`src/rtl/kp_audio_pkg.sv`:
```
// Shared audio constants and the transmitter state type used by the I2S
// transmitter and its sample FIFO.
package kp_audio_pkg;

    localparam int SAMPLE_BITS = 24;
    localparam int SLOT_BITS   = 32;
    localparam int FRAME_BITS  = 64;
    localparam int BIT_W       = $clog2(FRAME_BITS);
    localparam int IDX_W       = $clog2(SAMPLE_BITS);

    typedef enum logic [0:0] {
        ST_IDLE = 1'b0,
        ST_RUN  = 1'b1
    } tx_state_e;

    // Word select for bit index b, one-bit delayed relative to the slot start.
    function automatic logic lrclk_for(input logic [BIT_W-1:0] b);
        return (b >= BIT_W'(SLOT_BITS - 1)) && (b <= BIT_W'(FRAME_BITS - 2));
    endfunction

endpackage

```
`src/rtl/kp_sample_fifo2.sv`:
```
// Two-entry sample FIFO with flush and a registered not-full ready flag.
module kp_sample_fifo2
    import kp_audio_pkg::*;
(
    input  logic                   clk,
    input  logic                   reset_n,
    input  logic                   flush,
    input  logic                   push,
    input  logic [SAMPLE_BITS-1:0] din,
    input  logic                   pop,
    output logic [SAMPLE_BITS-1:0] head,
    output logic                   full,
    output logic                   empty,
    output logic                   ready
);

    logic [SAMPLE_BITS-1:0] mem_r [2];
    logic                   wr_ptr_r;
    logic                   rd_ptr_r;
    logic [1:0]             count_r;
    logic [1:0]             count_next_s;
    logic                   push_s;
    logic                   pop_s;
    logic                   ready_r;

    assign full  = (count_r == 2'd2);
    assign empty = (count_r == 2'd0);
    assign head  = mem_r[rd_ptr_r];
    assign ready = ready_r;

    // Accepted operations and next occupancy; flush discards a coincident push.
    always_comb begin
        push_s       = push && !full && !flush;
        pop_s        = pop && !empty && !flush;
        count_next_s = count_r;
        if (flush) begin
            count_next_s = 2'd0;
        end else if (push_s && !pop_s) begin
            count_next_s = count_r + 2'd1;
        end else if (pop_s && !push_s) begin
            count_next_s = count_r - 2'd1;
        end else begin
            count_next_s = count_r;
        end
    end

    // Storage, pointers and ready flag.
    always_ff @(posedge clk) begin
        if (!reset_n) begin
            mem_r[0] <= '0;
            mem_r[1] <= '0;
            wr_ptr_r <= 1'b0;
            rd_ptr_r <= 1'b0;
            count_r  <= 2'd0;
            ready_r  <= 1'b0;
        end else begin
            if (flush) begin
                wr_ptr_r <= 1'b0;
                rd_ptr_r <= 1'b0;
            end else begin
                if (push_s) begin
                    mem_r[wr_ptr_r] <= din;
                    wr_ptr_r        <= ~wr_ptr_r;
                end
                if (pop_s) begin
                    rd_ptr_r <= ~rd_ptr_r;
                end
            end
            count_r <= count_next_s;
            ready_r <= (count_next_s != 2'd2);
        end
    end

endmodule

```
`src/rtl/kp_i2s_tx.sv`:
```
// Mono 24-bit I2S transmitter: duplicates each FIFO sample into both slots.
// Define KP_I2S_UNDERRUN_CNT_EN to build the saturating underrun counter.
module kp_i2s_tx
    import kp_audio_pkg::*;
#(
    parameter int CLK_DIV = 4
) (
    input  logic        a_clk,
    input  logic        reset_n,
    input  logic        enable,
    input  logic [31:0] sample_in,
    input  logic        sample_valid,
    output logic        sample_ready,
    output logic        i2s_bclk,
    output logic        i2s_lrclk,
    output logic        i2s_sdata,
    output logic        underrun,
    output logic [15:0] underrun_cnt
);

    localparam int DIV_W = (CLK_DIV > 1) ? $clog2(CLK_DIV) : 1;

    logic [DIV_W-1:0]       div_r;
    logic                   bclk_r;
    logic                   lrclk_r;
    logic                   sdata_r;
    logic                   underrun_r;
    logic [BIT_W-1:0]       b_r;
    logic [BIT_W-1:0]       b_next_s;
    logic [IDX_W-1:0]       idx_s;
    logic [SAMPLE_BITS-1:0] frame_r;
    logic [SAMPLE_BITS-1:0] head_s;
    tx_state_e              state_r;
    tx_state_e              state_next_s;
    logic                   tick_s;
    logic                   fall_s;
    logic                   boundary_s;
    logic                   full_s;
    logic                   empty_s;
    logic                   ready_s;
    logic                   push_s;
    logic                   pop_s;
    logic                   flush_s;
    logic                   under_s;
    logic                   sdata_next_s;
    logic                   unused_s;

    assign unused_s   = ^{sample_in[31:SAMPLE_BITS], full_s};
    assign tick_s     = (div_r == DIV_W'(CLK_DIV - 1));
    assign fall_s     = tick_s && bclk_r;
    assign b_next_s   = b_r + BIT_W'(1);
    assign boundary_s = fall_s && (b_r == BIT_W'(FRAME_BITS - 1));
    assign push_s     = sample_valid && ready_s;

    kp_sample_fifo2 u_fifo (
        .clk     (a_clk),
        .reset_n (reset_n),
        .flush   (flush_s),
        .push    (push_s),
        .din     (sample_in[SAMPLE_BITS-1:0]),
        .pop     (pop_s),
        .head    (head_s),
        .full    (full_s),
        .empty   (empty_s),
        .ready   (ready_s)
    );

    // State register.
    always_ff @(posedge a_clk) begin
        if (!reset_n) begin
            state_r <= ST_IDLE;
        end else begin
            state_r <= state_next_s;
        end
    end

    // Next state: decisions are taken only at the frame boundary.
    always_comb begin
        state_next_s = state_r;
        case (state_r)
            ST_IDLE: begin
                if (boundary_s && enable && !empty_s) begin
                    state_next_s = ST_RUN;
                end else begin
                    state_next_s = ST_IDLE;
                end
            end
            ST_RUN: begin
                if (boundary_s && !enable) begin
                    state_next_s = ST_IDLE;
                end else begin
                    state_next_s = ST_RUN;
                end
            end
            default: state_next_s = ST_IDLE;
        endcase
    end

    // FIFO control and underrun detection at the frame boundary.
    always_comb begin
        pop_s   = boundary_s && enable && !empty_s;
        flush_s = 1'b0;
        under_s = 1'b0;
        case (state_r)
            ST_IDLE: begin
                flush_s = 1'b0;
                under_s = 1'b0;
            end
            ST_RUN: begin
                flush_s = boundary_s && !enable;
                under_s = boundary_s && enable && empty_s;
            end
            default: begin
                flush_s = 1'b0;
                under_s = 1'b0;
            end
        endcase
    end

    // Both slots share one index because the slot width is a power of two.
    always_comb begin
        idx_s        = IDX_W'(SAMPLE_BITS) - b_next_s[IDX_W-1:0];
        sdata_next_s = 1'b0;
        if (state_r != ST_RUN) begin
            sdata_next_s = 1'b0;
        end else if ((b_next_s >= BIT_W'(1)) && (b_next_s <= BIT_W'(SAMPLE_BITS))) begin
            sdata_next_s = frame_r[idx_s];
        end else if ((b_next_s >= BIT_W'(SLOT_BITS + 1)) &&
                     (b_next_s <= BIT_W'(SLOT_BITS + SAMPLE_BITS))) begin
            sdata_next_s = frame_r[idx_s];
        end else begin
            sdata_next_s = 1'b0;
        end
    end

    // Bit clock divider, bit index, serial outputs and frame latch.
    always_ff @(posedge a_clk) begin
        if (!reset_n) begin
            div_r      <= '0;
            bclk_r     <= 1'b0;
            b_r        <= '0;
            lrclk_r    <= 1'b0;
            sdata_r    <= 1'b0;
            frame_r    <= '0;
            underrun_r <= 1'b0;
        end else begin
            if (tick_s) begin
                div_r  <= '0;
                bclk_r <= ~bclk_r;
            end else begin
                div_r  <= div_r + DIV_W'(1);
                bclk_r <= bclk_r;
            end
            if (fall_s) begin
                b_r     <= b_next_s;
                lrclk_r <= lrclk_for(b_next_s);
                sdata_r <= sdata_next_s;
            end
            if (pop_s) begin
                frame_r <= head_s;
            end else if (flush_s) begin
                frame_r <= '0;
            end
            underrun_r <= under_s;
        end
    end

`ifdef KP_I2S_UNDERRUN_CNT_EN
    logic [15:0] underrun_cnt_r;

    // Saturating underrun counter, cleared only by reset.
    always_ff @(posedge a_clk) begin
        if (!reset_n) begin
            underrun_cnt_r <= 16'h0000;
        end else if (under_s && (underrun_cnt_r != 16'hFFFF)) begin
            underrun_cnt_r <= underrun_cnt_r + 16'h0001;
        end else begin
            underrun_cnt_r <= underrun_cnt_r;
        end
    end

    assign underrun_cnt = underrun_cnt_r;
`else
    assign underrun_cnt = 16'h0000;
`endif

    assign sample_ready = ready_s;
    assign i2s_bclk     = bclk_r;
    assign i2s_lrclk    = lrclk_r;
    assign i2s_sdata    = sdata_r;
    assign underrun     = underrun_r;

endmodule

```
`config.mk`:
```
export PLATFORM = sky130hd
export DESIGN_NAME = kp_i2s_tx
export DESIGN_NICKNAME = d
export VERILOG_FILES = /design/src/rtl/kp_audio_pkg.sv /design/src/rtl/kp_sample_fifo2.sv /design/src/rtl/kp_i2s_tx.sv
export SDC_FILE = /design/constraint.sdc
export NUM_CORES = 1
export LEC_CHECK = 0
export BUFFER_PORTS_ARGS = -buffer_cell sky130_fd_sc_hd__buf_2
export CORE_MARGIN = 2
export CORE_UTILIZATION = 40
export CTS_CLUSTER_SIZE = 16
export DETAILED_ROUTE_END_ITERATION = 12
export PLACE_DENSITY = 0.67
export SYNTH_ARGS = -nofsm -noshare
export SYNTH_HDL_FRONTEND = slang
export SYNTH_SLANG_ARGS = --single-unit
```
`constraint.sdc`:
```
create_clock -name a_clk -period 4.9 [get_ports a_clk]
set_input_delay 1.47 -clock a_clk [delete_from_list [all_inputs] [get_ports a_clk]]
set_output_delay 1.47 -clock a_clk [all_outputs]
set_load 0.02 [all_outputs]
```
---- Word level (Yosys, flattened, before mapping) ----
Memories as Yosys holds them, arrays and structs flattened. A register that Yosys moved wholly into a read port is not among the register bits.
Index checks and enable logic that the tools add are counted.
word-level totals
  word-level logic and storage cells ...... 86
  flip-flop bits (word level) ............. 42
  output and inout bits ................... 21
  memories ................................ 1
  RAM bits ................................ 48
operators by class
  $lt $le $gt $ge ......................... 7
  $add $sub $neg .......................... 5
  bitwise operators ....................... 5
  mux-type cells .......................... 25
  eq/ne operators ......................... 4
  reductions and logical operators ........ 27
memory list
  memory        words  width  rd ports  clocked after memory_dff  write ports  RTL line               RTL
  u_fifo.mem_r  2      24     1         1                         2            kp_sample_fifo2.sv:17  logic [SAMPLE_BITS-1:0] mem_r [2];
operators by type and width
  cell                                                            number
  2-to-1 mux 24 bit                                               3
  OR reduction 24 bit                                             1
  logical AND 1 bit                                               16
  2-to-1 mux 1 bit                                                15
  less-or-equal comparator 6 bit, second input constant           2
  adder 6 x 1 -> 6 bit, second input constant                     1
  equality test 6 bit, second input constant                      1
  >= comparator 6 x 1 -> 1 bit, second input constant             1
  >= comparator 6 x 5 -> 1 bit, second input constant             1
  >= comparator 6 bit, second input constant                      1
  less-or-equal comparator 6 x 5 -> 1 bit, second input constant  1
  zero test 1 bit                                                 6
  less-than comparator 5 x 6 -> 1 bit, second input constant      1
  2-to-1 mux 2 bit                                                3
  one-hot mux 1 bit (2 select lines)                              3
  binary-select mux 1 bit (select 5 bit)                          1
  NOT 1 bit                                                       5
  subtractor 5 bit, first input constant                          1
  adder 2 x 1 -> 2 bit, second input constant                     2
  equality test 2 bit, second input constant                      2
  OR reduction 2 bit                                              2
  zero test 2 bit                                                 1
  != test 2 bit, second input constant                            1
  nonzero test 2 bit                                              1
  subtractor 2 x 1 -> 2 bit, second input constant                1

---- Logic depth before layout (Yosys ltp) ----
Gate-level depths: netlist (run 1).
  depth in word-level cells ............... 13
  gate-level depth with buffers ........... 10
  gate-level depth less buffers ........... 8

---- Cells and area by module ----
Synthesis (run 1) repeated with hierarchy kept, for this count alone.
unflattened totals
  cells, all modules ...................... 379
  area, all modules ....................... 4518.1 um2
modules (own cells, without submodules)
  module           cells each  times used  area an instance (um2)
  kp_sample_fifo2  163         1           2407.3
  kp_i2s_tx        216         1           2110.8

---- Worst setup path after synthesis (run 1) ----
OpenSTA, ideal clock, no wires.
  path type ............................... input-to-reg
  from .................................... in sample_valid
  to ...................................... mem u_fifo.mem_r[1][0] (enable)
  stages on the path ...................... 3
  arrival ................................. 2.703 ns
  buffers on the path ..................... 0
  setup time .............................. 0.384 ns
  setup slack ............................. 1.812 ns
  cells stage by stage .................... nand3b_1 > nor3_2 > nand2b_1
RTL lines
  what                RTL line               RTL
  start: declaration  kp_i2s_tx.sv:12        input logic sample_valid,
  end: declaration    kp_sample_fifo2.sv:17

==> results of run 1 <==
-- placed cells by master (no fill, tap or decap), types with 11 or more instances in the layout --
| cell | instances |
|---|---|
| and2_1 | 53 |
| edfxtp_1 | 48 |
| dfxtp_1 | 43 |
| buf_2 | 32 |
| nor2b_1 | 26 |
| mux2_2 | 24 |
| a22oi_1 | 24 |
| conb_1 | 16 |
| nor2_1 | 14 |
| nand2_1 | 11 |
-- registers in the layout, indices dropped and copies added (netlist names), named ones only --
register,count
u_fifo.mem_r,48
u_fifo.rd_ptr_r,1
u_fifo.count_r,2
div_r,2
state_r,1
u_fifo.wr_ptr_r,1
i2s_sdata,1
i2s_bclk,1
underrun,1
u_fifo.ready,1
i2s_lrclk,1
frame_r,24
b_r,6
-- stage by stage --
step / power (W) / util
6_report: 0.001500 / 0.4489
5_1_grt: 0.001560 / 0.4489
4_1_cts: 0.001513 / 0.4489
3_5_place_dp: 0.0009530 / 0.4281
3_3_place_gp: 0.0009495 / 0.4281
2_1_floorplan: 0.0009299 / -
-- worst paths after layout --
| check | start | depth (start not counted) | end |
|---|---|---|---|
| hold / removal | div_r[0] | 1 | div_r[0] |
| hold reg to reg | div_r[0] | 1 | div_r[0] |
| setup reg to reg | b_r[0] | 6 | u_fifo.mem_r[0][21] |
| setup / recovery | b_r[0] | 6 | u_fifo.mem_r[0][21] |
-- metal layers --
layer | wire [µm] | GRT usage | share of wire
met3 | 296 | 0.03082 | 0.037
met5 | 0 | 0 | 0
met4 | 115 | 0.04792 | 0.014
met1 | 3823 | 0.1943 | 0.48
met2 | 3745 | 0.2332 | 0.47
-- power groups by stage --
| stage | Combinational [W] | Clock [W] | Sequential, W |
|---|---|---|---|
| after floorplan | 0.0000722 | 0 | 0.000858 |
| after global placement | 0.0000919 | 0 | 0.000858 |
| after detailed placement | 0.0000939 | 0 | 0.000859 |
| after CTS | 0.0000945 | 0.000576 | 0.000842 |
| after global routing | 0.000104 | 0.000612 | 0.000844 |
| final | 0.0000922 | 0.000567 | 0.000841 |
-- layout make-up --
type                            instances  area [µm²]
Clock inverter                          6       87.58
Timing Repair Buffer                   38       205.2
Tap cell                              140       175.2
Fill cell                            1011        5974
Sequential cell                        91        2302
Multi-Input combinational cell        260        1924
Inverter                                9       33.78
Clock buffer                           10       137.6
-- worst register-to-register path, delay by kind of cell, from the launching register on --
kind | cells | cell delay (ns)
and+or+nand+nor | 5 | 1.33
adders and majority gates | 1 | 0.49
DFF | 1 | 0.72
-- cells by family after synthesis --
kind of cell / Yosys count / share of synthesized area
other: 1 / 0.0008447
AOI/OAI and AO/OA: 52 / 0.08568
buffers and inverters: 49 / 0.06257
DFF: 91 / 0.5186
and+or+nand+nor: 142 / 0.1928
adders and majority gates: 6 / 0.01691
muxes: 31 / 0.09357
xor gates and xnor gates: 13 / 0.02903
==> qor.yml, run 1 <==
cts_max_level: 3
post_route_cells_drive_above_1_share: 0.2319
post_cts_hold_buffer_count: 0
chipHeight_um: 109.3
gr-usage-all-layers: 0.1447
clk_path_buf_depth: 2
first_global_vias: 2752
sequentialPowerShare: 0.561
area_delta_synth_final_pct: 9.611
share_comb_of_total_power: 0.061
tightest_slew_margin_relative_to_the_limit: 0.2219
num_io_pins: 57
wl_per_cell_um: 14.41
place_worst_setup_slack_ns: 1.496
worstSetupPathType: "flip-flop to flip-flop"
grt_pass1_wl_mm: 13.37
fp.dieArea_um2: 11960
num_vias: 2812
crit_path_cell_trace: "ha_1, nand2_2, nor3_1, nand2_1, nand2_1, nand2_1"
power-per-cell-area_nw_per_um2: 308.3
clkSinkCount: 91
dp.cells: 538
switching_share: 0.2191
initial_core_util: 0.4095
antenna_found_initial: 0
cp_max_fo: 24
drt_drc_violations_left: 0
cp_slowest_cell: "dfxtp_1"
reg2reg_slack_ns: 1.84
period_share: 0.6242
yosys_warning_total: 0
synthFlopType: "edfxtp_1"
final-setup-viol-count: 0
critical-path-max-stage-delay_ns: 0.72
place.gp.congestion: 0.7652
worst_path_bufs_invs: 0
grt_max_degree: 30
cts_tree: "done"
maxClockFrequency_mhz: 326.9
detail_route.vias_per_cell: 5.076
drtPass1Iterations: 4
post-route-cell-area_um2: 4866
hpwl_reported_at_the_end_of_detailed_placement_mm: 5.013
worst_pin_slew_ns: 1.166
hold_violation_count_in_the_final_report: 0
maxCapViolations: 0
power_switching_w: 0.0003287
postCtsSetupRepairBufs: 0
internal_power_w: 0.001172
postRouteWirelength_mm: 7.981
critical-path-top-cell-by-count: "nand2_1"
fp.coreArea_um2: 10840
finalClockSkew_ns: 0.01169
fraction_of_the_yosys_area_taken_by_sequential_cells: 0.5186
static_power_due_to_leakage_nw: 1.794
synthArstFlopShare: 0
post_synth_instance_area_um2: 4439
cts_made_buffers: 9
num-nets-final: 451
clock_latency_ns: 0.36
final_period_minus_worst_setup_slack_ns: 3.059
unrepaired_setup_endpoints_after_global_routing: "no"
power.share.clock: 0.378
dpl-instance-area_um2: 4641
io_buffers: 32
worst_case_setup_margin_in_the_final_layout_ns: 1.841
slew_viol_final: 0
critPathCaptureType: "flip-flop"
final.setup.tns_ns: 0
hold_path_class: "flip-flop to flip-flop"
post-synth-top-count-cell: "and2_1"
overflow_after_grt: 0
synthTopCellsByArea: "edfxtp_1 (32%), dfxtp_1 (19%), and2_1 (7.5%)"
outcome: "completed"
root_buffer: "clkbuf_8"
critical_path.startpoint_type: "flip-flop"
count_of_unique_library_cells_instantiated_by_yosys: 56
final-instance-count-excl-fill: 554
path_delay_family: "simple AND/OR/NAND/NOR gates"
synth_enable_flop_cells: 48
worst_ep_arrival_time_ns: 2.89
synth.avg_cell_area_um2: 11.53
cts_repair_resize_count: 0
dieWidth_um: 109.3
detailedRoute.firstIterationViolations: 114
yosysTopAreaCellShare: 0.3247
yosysTopAreaCell: "edfxtp_1"
ir_worst_vdd_mv: 0.1867
ys_seq_elements: 91
cts.clk_slew.worst_paths_ns: 0.09
finalHoldWorstSlack_ns: 0.4336
post_synth_most_frequent_cells: "and2_1 (53), edfxtp_1 (48), dfxtp_1 (43)"
n_antenna_cell: 0
syn-instance-count: 385
worstPathRequired_ns: 4.73
floorplan.rows: 38
antenna_nets_post_route: 0
Note: power is estimated with default switching activity, not from simulation.
==> inputs of run 2 (changes only) <==
Clock period 4.9 ns to 3.1 ns, I/O delays scaled along.
==> run 2 against run 1 <==
Compared with the run above:
- utilization grew 0.18 points
- sequential cell count is the same
- via count shrank 1.2%
- final area grew 0.41%
- worst setup slack lost 1.5 ns
- total power grew 49%
- maximum frequency grew 13%
- critical endpoint is now u_fifo.mem_r[1][18]
- global-route usage is essentially flat
==> qor.yml, run 2 (synthesis gave the netlist of run 1 again) <==
hpwl_reported_at_the_end_of_detailed_placement_mm: 5.161  # +3.0%
postCtsSetupRepairBufs: 0  # unchanged
tightest_slew_margin_relative_to_the_limit: 0.4916  # +0.2697
final-setup-viol-count: 0  # unchanged
floorplan.rows: 38  # unchanged
layout.cells.most_common: "and2_1"
power-per-cell-area_nw_per_um2: 458.2  # +49%
overflow_after_grt: 0  # unchanged
ir_worst_vdd_mv: 0.2267  # +21%
unrepaired_setup_endpoints_after_global_routing: "no"
final-instance-count-excl-fill: 562  # +1.4%
finalClockSkew_ns: 0.008591  # -0.003102 ns
io_buffers: 32  # unchanged
first_global_vias: 2739  # -0.47%
cts_made_buffers: 9  # unchanged
worst_ep_arrival_time_ns: 2.76  # -0.13 ns
n_fill_cell: 1026  # +1.5%
reg_top3: "u_fifo.mem_r (48), frame_r (24), b_r (6)"
cp_max_fo: 15  # -38%
outcome: "completed"
clkSinkCount: 91  # unchanged
drt_drc_violations_left: 0  # unchanged
area_delta_synth_final_pct: 10.06
crit_path_cell_trace: "buf_4, ha_1, nand2_2, nor3_1, nand2_1, nand2_2, nor3_2, nand2b_1, buf_4"
critical_path.reg2reg.startpoint: "b_r[0]"
worstPathRequired_ns: 3.14  # -1.59 ns
gr-usage-all-layers: 0.1450  # +0.0002909
cts.clk_slew.worst_paths_ns: 0.09  # about the same
initial_core_util: 0.4095  # unchanged
critPathCaptureType: "flip-flop"
detailedRoute.firstIterationViolations: 96  # -16%
chipHeight_um: 109.3  # unchanged
timing.hold.worst_path_depth: 1  # unchanged
layout_common_cells: "and2_1 (53), edfxtp_1 (48), dfxtp_1 (43)"
clk_path_buf_depth: 2  # unchanged
hold_path_class: "flip-flop to flip-flop"
num_io_pins: 57  # unchanged
fp.dieArea_um2: 11960  # unchanged
cp_slowest_cell: "nor3_2"
worstSetupPathType: "flip-flop to flip-flop"
postRouteWirelength_mm: 7.848  # -1.7%
root_buffer: "clkbuf_8"
largest_register_ffs: 48  # unchanged
path_delay_family: "simple AND/OR/NAND/NOR gates"
max_flop_register: "u_fifo.mem_r"
post_route_cells_drive_above_1_share: 0.2393  # +0.007452
grt_pass1_wl_mm: 13.40  # +0.20%
grt_max_degree: 42  # +40%
maxClockFrequency_mhz: 367.8  # +13%
final_period_minus_worst_setup_slack_ns: 2.719  # -0.3401 ns
slew_viol_final: 0  # unchanged
antenna_nets_post_route: 0  # unchanged
static_power_due_to_leakage_nw: 1.804  # +0.57%
reg2reg_slack_ns: 0.38  # -1.46 ns
detail_route.vias_per_cell: 4.941  # -2.7%
cts_max_level: 3  # unchanged
wl_per_cell_um: 13.96  # -3.1%
maxCapViolations: 0  # unchanged
antenna_found_initial: 0  # unchanged
min-delay-start: "div_r[0]"
cts_tree: "done"
fp.coreArea_um2: 10840  # unchanged
clock_latency_ns: 0.35  # about the same
worstReg2RegEnd: "u_fifo.mem_r[1][18]"
n_antenna_cell: 0  # unchanged
post_cts_hold_buffer_count: 0  # unchanged
final.setup.tns_ns: 0  # unchanged
worst_pin_slew_ns: 0.7585  # -0.4071 ns
hold_violation_count_in_the_final_report: 0  # unchanged
drtPass1Iterations: 4  # unchanged
cts_repair_resize_count: 0  # unchanged
critical-path-max-stage-delay_ns: 0.61  # -0.11 ns
critical_path.startpoint_type: "flip-flop"
num-nets-final: 459  # +1.8%
worst_path_bufs_invs: 2  # +2
min_delay_worst_endpoint: "div_r[0]"
dieWidth_um: 109.3  # unchanged
num_vias: 2777  # -1.2%
dp.cells: 546  # +1.5%
rr_worst_depth: 9  # +3
period_share: 0.8770  # +0.2527
place.gp.congestion: 0.7661  # +0.12%
## run 2: area by class of cell
class / count / area, µm² / share of cell area
Clock buffer: 11 / 131.4 / 0.02689
Clock inverter: 5 / 53.80 / 0.01101
Inverter: 9 / 33.78 / 0.006914
Multi-Input combinational cell: 260 / 1924 / 0.3939
Sequential cell: 91 / 2302 / 0.4712
Tap cell: 140 / 175.2 / 0.03585
Timing Repair Buffer: 46 / 265.3 / 0.05429
## run 2: worst max-delay path by stage
stage | start | cells after the start | endpoint
2_1_floorplan | sample_valid | 3 | u_fifo.mem_r[1][0]
3_3_place_gp | enable | 7 | u_fifo.mem_r[1][16]
3_5_place_dp | enable | 7 | u_fifo.mem_r[1][16]
4_1_cts | b_r[0] | 9 | u_fifo.mem_r[1][18]
5_1_grt | b_r[0] | 9 | u_fifo.mem_r[1][19]
6_report | b_r[0] | 9 | u_fifo.mem_r[1][18]
## run 2: metal layers
layer	GRT usage	wire (µm)	up-vias
met3	0.03379	329	7
met4	0.04340	82	0
li1	-	-	1395
met5	0	0	-
met2	0.2407	3733	57
met1	0.1889	3702	1318
## run 2: stage by stage
step / util / power, W / setup slack [ns] / cell area (µm²) / hold slack [ns]
after floorplan: - / 0.001470 / 0.5523 / 4496 / 0.4033
after global placement: 0.4336 / 0.001505 / 0.3197 / 4701 / 0.4107
after detailed placement: 0.4336 / 0.001511 / 0.2931 / 4701 / 0.4222
after CTS: 0.4507 / 0.002267 / 0.3349 / 4886 / 0.4370
after global routing: 0.4507 / 0.002340 / 0.1553 / 4886 / 0.4796
final: 0.4507 / 0.002239 / 0.3814 / 4886 / 0.4343
## run 2: power breakdown
group | internal (W) | total, W | switching (W)
clock network | 0.000369 | 0.000759 | 0.000389
logic | 0.0000623 | 0.000151 | 0.0000889
registers | 0.00131 | 0.00133 | 0.0000143
total | 0.00175 | 0.00224 | 0.000492
==> inputs of run 3 (changes only) <==
Settings changed: REMOVE_ABC_BUFFERS set to 1.
==> run 3 against run 2 <==
Compared with the run above:
- sequential cell count is the same
- clock-buffer cell count grew 1
- non-clock buffer count shrank 2
- clock skew grew 0.0029 ns
- critical path type unchanged
- critical endpoint is now i2s_sdata
==> qor.yml, run 3 (synthesis gave the netlist of run 1 again) <==
outcome: "completed"
antenna_nets_post_route: 0  # unchanged
clkSinkCount: 91  # unchanged
area_delta_synth_final_pct: 9.921
drt_drc_violations_left: 0  # unchanged
antenna_found_initial: 0  # unchanged
fp.dieArea_um2: 11960  # unchanged
first_global_vias: 2803  # +2.3%
place.gp.congestion: 0.8135  # +6.2%
num_vias: 2884  # +3.9%
postRouteWirelength_mm: 8.402  # +7.1%
chipHeight_um: 109.3  # unchanged
unrepaired_setup_endpoints_after_global_routing: "no"
cp_slowest_cell: "ha_1"
clk_path_buf_depth: 2  # unchanged
layout_common_cells: "and2_1 (53), edfxtp_1 (48), dfxtp_1 (43)"
cp_max_fo: 12  # -3
overflow_after_grt: 0  # unchanged
grt_pass1_wl_mm: 14.03  # +4.7%
maxClockFrequency_mhz: 397.2  # +8.0%
crit_path_cell_trace: "inv_1, ha_1, mux4_2, o2111ai_1, o211ai_1, a32oi_1, o21ai_1"
io_buffers: 32  # unchanged
fp.coreArea_um2: 10840  # unchanged
critPathCaptureType: "flip-flop"
critical_path.startpoint_type: "flip-flop"
num_io_pins: 57  # unchanged
ir_worst_vdd_mv: 0.2294  # +1.2%
root_buffer: "clkbuf_8"
initial_core_util: 0.4095  # unchanged
hold_violation_count_in_the_final_report: 0  # unchanged
cts_made_buffers: 9  # unchanged
post_route_cells_drive_above_1_share: 0.2405  # +0.001140
hold_path_class: "flip-flop to flip-flop"
final_period_minus_worst_setup_slack_ns: 2.518  # -0.2009 ns
dieWidth_um: 109.3  # unchanged
reg_top3: "u_fifo.mem_r (48), frame_r (24), b_r (6)"
detail_route.vias_per_cell: 5.150  # +4.2%
drtPass1Iterations: 4  # unchanged
power-per-cell-area_nw_per_um2: 461.6  # +0.73%
static_power_due_to_leakage_nw: 1.799  # -0.30%
worstPathRequired_ns: 3.35  # +0.21 ns
place_worst_setup_slack_ns: 0.1747  # -0.1183 ns
detailedRoute.firstIterationViolations: 126  # +31%
finalClockSkew_ns: 0.01147  # +0.002875 ns
num-nets-final: 457  # -0.44%
final-setup-viol-count: 0  # unchanged
worst_pin_slew_ns: 0.8769  # +0.1184 ns
worst_case_setup_margin_in_the_final_layout_ns: 0.5823  # +0.2009 ns
worst_ep_arrival_time_ns: 2.77  # about the same
clock_latency_ns: 0.36  # about the same
postCtsSetupRepairBufs: 0  # unchanged
tightest_slew_margin_relative_to_the_limit: 0.4135  # -0.07810
n_antenna_cell: 0  # unchanged
finalHoldWorstSlack_ns: 0.4312  # -0.003070 ns
slew_viol_final: 0  # unchanged
critical-path-max-stage-delay_ns: 0.69  # +0.08 ns
hpwl_reported_at_the_end_of_detailed_placement_mm: 5.272  # +2.1%
worstSetupPathType: "flip-flop to flip-flop"
max_flop_register: "u_fifo.mem_r"
largest_register_ffs: 48  # unchanged
cts_tree: "done"
maxCapViolations: 0  # unchanged
cts.clk_slew.worst_paths_ns: 0.09  # about the same
layout.cells.most_common: "and2_1"
wl_per_cell_um: 15.00  # +7.4%
cts_max_level: 3  # unchanged
gr-usage-all-layers: 0.1545  # +0.009445
post_cts_hold_buffer_count: 0  # unchanged
period_share: 0.8122  # -0.06480
grt_max_degree: 42  # unchanged
floorplan.rows: 38  # unchanged
cts_repair_resize_count: 0  # unchanged
-- run 3: changes by cell type in the layout (fill, tap and decap cells not counted), sizes merged --
cell	previous run	this run
buf	46	44
bufinv	1	0
clkinv	2	0
inv	9	11
clkbuf	11	12
-- run 3: cell type report --
class / count / area, µm²
repair buffers: 44 / 250.2
multi-input cells: 260 / 1931
flip-flops and latches: 91 / 2302
inverters: 9 / 33.78
clock inverters: 4 / 32.53
clock buffers: 12 / 155.1
well taps: 140 / 175.2
fillers: 1010 / 5961
-- run 3: worst paths after layout --
kind             from         to  slack (ns)  cells after the start
min reg2reg  div_r[0]   div_r[0]        0.43                      1
max reg2reg    b_r[0]  i2s_sdata        0.58                      7
min          div_r[0]   div_r[0]        0.43                      1
max            b_r[0]  i2s_sdata        0.58                      7
-- run 3: metrics by stage --
stage	instance area (µm²)	total power [W]	TNS, ns	cells	utilization
after global routing	4880	0.002354	0	560	0.4501
after detailed placement	4686	0.001508	0	544	0.4322
after global placement	4686	0.001500	0	544	0.4322
final	4880	0.002252	0	560	0.4501
after floorplan	4252	0.001448	-0.05976	360	-
after CTS	4873	0.002277	0	560	0.4496
-- run 3: critical path: cells and delay by family, from the launching register on --
family	cells	cell delay [ns]
adders and majority gates	1	0.69
AOI/OAI and AO/OA	4	0.64
muxes	1	0.60
DFF	1	0.39
buffers and inverters	1	0.09
-- run 3: report_power, final --
part           internal (W)  switching (W)
Clock              0.000342       0.000432
Combinational     0.0000594      0.0000894
Sequential          0.00131      0.0000147
-- run 3: layer usage --
layer  wire length [µm]  vias up  track usage  part of all wire
met5                  0        -            0                 0
met4                238        0      0.07052             0.028
met3                309       18      0.02964             0.037
met2               4073       75       0.2540              0.48
met1               3781     1391       0.1970              0.45
li1                   -     1400            -                 -
